==> src/rtl/cpu_pkg.sv <==
// Shared definitions for the 16-bit pipelined CPU.
// Holds the opcode map, instruction field positions and datapath widths.
package cpu_pkg;

    localparam int PC_W  = 16;
    localparam int INS_W = 16;

    typedef enum logic [4:0] {
        OP_NOP  = 5'd0,
        OP_ADD  = 5'd1,
        OP_SUB  = 5'd2,
        OP_MOVI = 5'd3,
        OP_LODR = 5'd4,
        OP_STO  = 5'd5,
        OP_JMP  = 5'd6,
        OP_JEQ  = 5'd7
    } opcode_e;

    localparam int OP_MSB      = 15;
    localparam int OP_LSB      = 11;
    localparam int RA_MSB      = 10;
    localparam int RA_LSB      = 8;
    localparam int RB_MSB      = 7;
    localparam int RB_LSB      = 5;
    localparam int JMP_OFF_MSB = 10;
    localparam int JEQ_OFF_MSB = 4;

    localparam logic [INS_W-1:0] NOP_INS = 16'h0000;

endpackage

==> src/rtl/fetch_unit_if.sv <==
// Fetch-stage bundle: ROM address/data, hazard and redirect controls,
// and the IF/ID register contents handed to decode.
interface fetch_unit_if #(
    parameter int PC_W  = 16,
    parameter int INS_W = 16
) ();

    logic [PC_W-1:0]  imem_addr;
    logic [INS_W-1:0] imem_ins;
    logic             stall;
    logic             ex_redirect;
    logic [PC_W-1:0]  ex_target;
    logic [INS_W-1:0] if_id_ins;
    logic [PC_W-1:0]  if_id_pc;
    logic             if_id_valid;
    logic             halted;
    logic [15:0]      fetch_count;

    modport master (
        output imem_addr,
        input  imem_ins,
        input  stall,
        input  ex_redirect,
        input  ex_target,
        output if_id_ins,
        output if_id_pc,
        output if_id_valid,
        output halted,
        output fetch_count
    );

    modport slave (
        input  imem_addr,
        output imem_ins,
        output stall,
        output ex_redirect,
        output ex_target,
        input  if_id_ins,
        input  if_id_pc,
        input  if_id_valid,
        input  halted,
        input  fetch_count
    );

endinterface

==> src/rtl/fetch_unit_if_id_reg.sv <==
// IF/ID pipeline register. A flush inserts a NOP bubble and outranks hold;
// hold keeps the current contents; load captures a new fetch.
module if_id_reg #(
    parameter int PC_W  = 16,
    parameter int INS_W = 16
) (
    input  logic             clk,
    input  logic             rst_n,
    input  logic             load,
    input  logic             hold,
    input  logic             flush,
    input  logic [INS_W-1:0] ins,
    input  logic [PC_W-1:0]  pc,
    output logic [INS_W-1:0] ins_p1,
    output logic [PC_W-1:0]  pc_p1,
    output logic             vld_p1
);

    import cpu_pkg::*;

    // IF -> ID boundary
    always_ff @(posedge clk) begin
        if (!rst_n) begin
            ins_p1 <= NOP_INS;
            pc_p1  <= '0;
            vld_p1 <= 1'b0;
        end else if (flush) begin
            ins_p1 <= NOP_INS;
            vld_p1 <= 1'b0;
        end else if (hold) begin
            ins_p1 <= ins_p1;
            pc_p1  <= pc_p1;
            vld_p1 <= vld_p1;
        end else if (load) begin
            ins_p1 <= ins;
            pc_p1  <= pc;
            vld_p1 <= 1'b1;
        end
    end

endmodule

==> src/rtl/fetch_unit.sv <==
// Instruction-fetch stage: owns the PC, pre-decodes JMP so it costs no bubble,
// and obeys stall, EX redirect and the end-of-ROM halt.
module fetch_unit #(
    parameter int PC_W       = 16,
    parameter int INS_W      = 16,
    parameter int IMEM_DEPTH = 30,
    parameter int RESET_PC   = 0
) (
    input  logic         clk,
    input  logic         rst_n,
    fetch_unit_if.master bus
);

    import cpu_pkg::*;

    logic [PC_W-1:0]         pc_p0;
    logic                    halted_q;
    logic [15:0]             count_q;
    logic                    is_jmp;
    logic                    past_end;
    logic signed [PC_W-1:0]  jmp_off;
    logic [PC_W-1:0]         jmp_target;
    logic                    flush;
    logic                    load;

    function automatic logic [15:0] sat_inc(input logic [15:0] c);
        return (c == 16'hFFFF) ? c : c + 16'd1;
    endfunction

    assign bus.imem_addr = pc_p0;

    // JMP is resolved here from the raw ROM word, before decode sees it
    assign is_jmp     = (bus.imem_ins[OP_MSB:OP_LSB] == OP_JMP);
    assign jmp_off    = PC_W'($signed(bus.imem_ins[JMP_OFF_MSB:0]));
    assign jmp_target = pc_p0 + $unsigned(jmp_off);
    assign past_end   = (32'(pc_p0) >= IMEM_DEPTH);

    assign flush = bus.ex_redirect | (~bus.stall & (halted_q | past_end));
    assign load  = ~flush & ~bus.stall;

    // PC / halt / issue counter state
    always_ff @(posedge clk) begin
        if (!rst_n) begin
            pc_p0    <= PC_W'(RESET_PC);
            halted_q <= 1'b0;
            count_q  <= '0;
        end else if (bus.ex_redirect) begin
            pc_p0    <= bus.ex_target;
            halted_q <= 1'b0;
        end else if (bus.stall || halted_q) begin
            pc_p0 <= pc_p0;
        end else if (past_end) begin
            halted_q <= 1'b1;
        end else begin
            pc_p0   <= is_jmp ? jmp_target : pc_p0 + 1'b1;
            count_q <= sat_inc(count_q);
        end
    end

    assign bus.halted      = halted_q;
    assign bus.fetch_count = count_q;

    if_id_reg #(
        .PC_W  (PC_W),
        .INS_W (INS_W)
    ) u_if_id (
        .clk    (clk),
        .rst_n  (rst_n),
        .load   (load),
        .hold   (bus.stall),
        .flush  (flush),
        .ins    (bus.imem_ins),
        .pc     (pc_p0),
        .ins_p1 (bus.if_id_ins),
        .pc_p1  (bus.if_id_pc),
        .vld_p1 (bus.if_id_valid)
    );

endmodule

==> src/flat_wrapper.sv <==
// flat-port wrapper written by rule: the top's interface ports become plain ports
module fetch_unit_flat import cpu_pkg::*;
#(
    parameter int PC_W       = 16,
    parameter int INS_W      = 16,
    parameter int IMEM_DEPTH = 30,
    parameter int RESET_PC   = 0
)
  (clk, rst_n, bus_imem_addr, bus_imem_ins, bus_stall, bus_ex_redirect, bus_ex_target, bus_if_id_ins, bus_if_id_pc, bus_if_id_valid, bus_halted, bus_fetch_count);
  fetch_unit_if #(.PC_W(PC_W), .INS_W(INS_W)) bus_i ();
  input  logic clk;
  input  logic rst_n;
  output wire logic [$bits(bus_i.imem_addr)-1:0] bus_imem_addr;
  input wire logic [$bits(bus_i.imem_ins)-1:0] bus_imem_ins;
  input wire logic [$bits(bus_i.stall)-1:0] bus_stall;
  input wire logic [$bits(bus_i.ex_redirect)-1:0] bus_ex_redirect;
  input wire logic [$bits(bus_i.ex_target)-1:0] bus_ex_target;
  output wire logic [$bits(bus_i.if_id_ins)-1:0] bus_if_id_ins;
  output wire logic [$bits(bus_i.if_id_pc)-1:0] bus_if_id_pc;
  output wire logic [$bits(bus_i.if_id_valid)-1:0] bus_if_id_valid;
  output wire logic [$bits(bus_i.halted)-1:0] bus_halted;
  output wire logic [$bits(bus_i.fetch_count)-1:0] bus_fetch_count;
  assign bus_imem_addr = bus_i.imem_addr;
  assign bus_i.imem_ins = bus_imem_ins;
  assign bus_i.stall = bus_stall;
  assign bus_i.ex_redirect = bus_ex_redirect;
  assign bus_i.ex_target = bus_ex_target;
  assign bus_if_id_ins = bus_i.if_id_ins;
  assign bus_if_id_pc = bus_i.if_id_pc;
  assign bus_if_id_valid = bus_i.if_id_valid;
  assign bus_halted = bus_i.halted;
  assign bus_fetch_count = bus_i.fetch_count;
  fetch_unit #(.PC_W(PC_W), .INS_W(INS_W), .IMEM_DEPTH(IMEM_DEPTH), .RESET_PC(RESET_PC)) u_core (.clk(clk), .rst_n(rst_n), .bus(bus_i));
endmodule
==> config.mk <==
export PLATFORM = sky130hd
export DESIGN_NAME = fetch_unit_flat
export DESIGN_NICKNAME = d
export VERILOG_FILES = /design/src/rtl/cpu_pkg.sv /design/src/rtl/fetch_unit_if.sv /design/src/rtl/fetch_unit_if_id_reg.sv /design/src/rtl/fetch_unit.sv /design/src/flat_wrapper.sv
export SDC_FILE = /design/constraint.sdc
export NUM_CORES = 1
export LEC_CHECK = 0
export CAP_MARGIN = 0
export CORE_ASPECT_RATIO = 0.7
export CORE_UTILIZATION = 40
export CTS_CLUSTER_SIZE = 8
export DETAILED_ROUTE_END_ITERATION = 8
export GPL_TIMING_DRIVEN = 0
export PLACE_DENSITY_LB_ADDON = 0.1
export SLEW_MARGIN = 10
export SYNTH_ARGS = -nofsm -noshare
export SYNTH_HDL_FRONTEND = slang
export SYNTH_SLANG_ARGS = --single-unit
==> constraint.sdc <==
create_clock -name clk -period 5.7 [get_ports clk]
set_clock_uncertainty 0.2 [all_clocks]
set_input_delay 1.14 -clock clk [delete_from_list [all_inputs] [get_ports clk]]
set_output_delay 1.14 -clock clk [all_outputs]
set_load 0.1 [all_outputs]
==> reports/qor.txt <==
run status: finished, final reports clean
flop-to-flop setup slack: 3120 ps
fmax: 239 MHz
PortBufs: 101
DP HPWL: 6920 um
setup ws final: 1510 ps
asr flop ratio synth: 0%
Ant. Diodes: 0
Chip Width: 109 um
Avg Vias per Cell: 5.24
Final Core Density: 62.3%
CTS max path bufs: 2
Worst-Margin Slew: 1020 ps
Final nets: 532
number of placed I/O pins: 102
clock root buffer: clkbuf_16
Mapped Avg Cell Area: 8.59 sq um
Tcrit/Tclk final: 73.5%
Worst Path Buf+Inv: 2
Slew Limit Headroom: 31.9%
pre-CTS worst setup slack: 1190 ps
initial antenna violation count: 0
CP endpoint kind: register
# DRC: 0
Min-Delay Path Depth: 2
post-synth cell types: 51
Peak VDD IR: 0.142 mV
Die Y-Extent: 76.8 um
R2R cell count: 7
Initial Utilization: 42.5%
clk slew on worst S/H paths: 60 ps
Synth Instances: 372
crit start category: primary input
RSZ-0062 raised after global routing: no
setup tns final: 0 ps
postcts setup bufs: 0
hold_ws: 251 ps
CP peak stage delay: 480 ps
initial detailed-routing violation count: 162
max cap viols: 0
first-pass GRT wire length: 14700 um
via count: 3075
WS Path Type: in -> reg
CTS H-tree lvls: 3
share of post-route cells with drive strength above 1: 6.95%
CTS tree: built
Worst Hold Launch: u_core.u_if_id.ins_p1[7]$_SDFFE_PP0P_
worst-path cell chain: clkdlybuf4s50_1, nor4_1, clkbuf_1, and2_1, ha_1, nand3_1, o2111ai_1, nand4_1, a31oi_1, mux2i_1, o22ai_1
synthesized cell area: 0.00320 sq mm
CP max FO: 10
max-slew violation count: 0
area leader, netlist: dfxtp_1
minimum clock period: 4190 ps
Synth Flop Type: dfxtp_1
CP delay by family, top: simple AND/OR/NAND/NOR gates
Leakage: 1.73 nW
CP max stage cell: a31oi_1
cell area power density: 279 mW/mm^2
worst r2r src: u_core.bus.imem_addr[4]$_SDFFE_PN0P_
commonest cells after routing, fill and taps aside: clkdlybuf4s50_1 (101), dfxtp_1 (66), nand2_1 (58), a21oi_1 (42), nor2_1 (25)
CORE AREA: 0.00751 sq mm
total of flip-flops plus latches after synthesis: 66
syn_nets: 420
vias in the first global route: 2890
First-pass DRT Iterations: 4
Post-CTS Hold Buffers: 0
HP Class: reg -> reg
Synth top area share: 41.3%
crit path DAT: 4180 ps
routed wire length: 9280 um
Die Area: 0.00836 sq mm
cts repair resizes: 0
number of synthesized flops with an enable pin: 0
commonest non-fill, non-tap cell in the layout: clkdlybuf4s50_1
remaining global-route overflow: 0
RD Place Congestion: 0.871
Reg2Reg Capture Point: u_core.bus.imem_addr[11]$_SDFFE_PN0P_
TritonCTS Sinks: 66
Routed WL per cell: 15.8 um
ANT nets after route: 0
sequential element share of the synthesized area: 41.3%
total power: 0.00131 W
Clock Latency Late Sink: 330 ps
Final Setup Violations: 0
Rows: 26
GRT Total Usage: 23.1%
CTS buffer count: 9
largest net degree at the start of global routing: 14
area grow syn2layout: 46.4%
Synth area leaders: dfxtp_1 (41%), nand2_1 (6.8%), a21oi_1 (6.6%)
CP required: 5690 ps
WHS Endpoint: u_core.u_if_id.ins_p1[7]$_SDFFE_PP0P_
yosys warns: 0
Final Hold Fails: 0
layer usage:
metal / vias up / part of all wire (%) / routed length, um / track usage, %
met5: - / 0 / 0 / 0
met4: 0 / 1.6 / 147 / 8.78
met3: 14 / 6.4 / 594 / 5.19
met2: 98 / 42 / 3930 / 33.4
met1: 1412 / 50 / 4610 / 33.0
li1: 1551 / - / - / -
through the flow:
step	cell area, sq um	std cells
floorplan	3200	372
CTS	4680	587
global route	4680	587
finish	4680	587
detailed placement	4330	571
global placement	4330	571
worst reg2reg max path, stage by stage, from the launching register on:
cell and delay [ps]:
dfxtp_1 380, ha_1 400, nand3_1 120, o2111ai_1 300
nand4_1 170, a31oi_1 480, mux2i_1 300, o22ai_1 100
layout make-up:
cell class,count,area (sq um)
sequential,66,1320
inverter,6,22.5
tap,98,123
multi-input combinational,281,1760
fill,678,2840
clock buffer,9,225
buffer,19,90.1
timing repair buffer,101,1010
clock inverter,7,124
synthesized netlist by cell type, drive strengths merged (2+ instances only):
master and instances:
a21o 2, o21ai 17, mux2i 14, xor2 7, a21oi 42, nand3 10
a211oi 5, nor3 5, dfxtp 66, buf 7, nand4 8, ha 11
o22ai 4, nor2 26, and4 6, and3 13, nor4 7, nand2b 7
xnor2 9, clkbuf 12, a31oi 3, a311oi 2, inv 5, nand2 58
and2 11, o211ai 2
where the power goes:
group          internal [W]  total, W  switching [W]
registers          0.000470  0.000482      0.0000119
clock network      0.000432  0.000652       0.000220
logic             0.0000587  0.000173       0.000114
total              0.000961   0.00131       0.000346
flip-flops by register name, summed over array words and instances, names as in the netlist:
register	flops
u_core.bus.fetch_count	16
u_core.bus.imem_addr	16
u_core.u_if_id.ins_p1	16
u_core.u_if_id.pc_p1	16
u_core.bus.halted	1
u_core.u_if_id.vld_p1	1
kinds of logic (layout without fill, tap and decap cells):
kind of cell	count (synthesis)	in the layout	synth area share [%]
buf+inv	25	142	3.52
compound gates	83	83	15.3
simple gates	155	155	25.8
mux	15	15	4.74
flops	66	66	41.3
fa+ha+maj	12	12	4.93
xor+xnor	16	16	4.38
how the worst max path moves through the flow:
| stage | from | depth (start not counted) | to | slack, ps |
|---|---|---|---|---|
| 2_1_floorplan | bus_imem_ins[11] | 11 | u_core.bus.imem_addr[8]$_SDFFE_PN0P_ | 2080 |
| 3_3_place_gp | bus_imem_ins[13] | 13 | u_core.bus.imem_addr[10]$_SDFFE_PN0P_ | 1220 |
| 3_5_place_dp | bus_imem_ins[11] | 12 | u_core.bus.imem_addr[10]$_SDFFE_PN0P_ | 1190 |
| 4_1_cts | bus_imem_ins[11] | 12 | u_core.bus.imem_addr[10]$_SDFFE_PN0P_ | 1520 |
| 5_1_grt | bus_imem_ins[11] | 12 | u_core.bus.imem_addr[6]$_SDFFE_PN0P_ | 1200 |
| 6_report | bus_imem_ins[11] | 11 | u_core.bus.imem_addr[11]$_SDFFE_PN0P_ | 1510 |
Note: power is estimated with default switching activity, not from simulation.
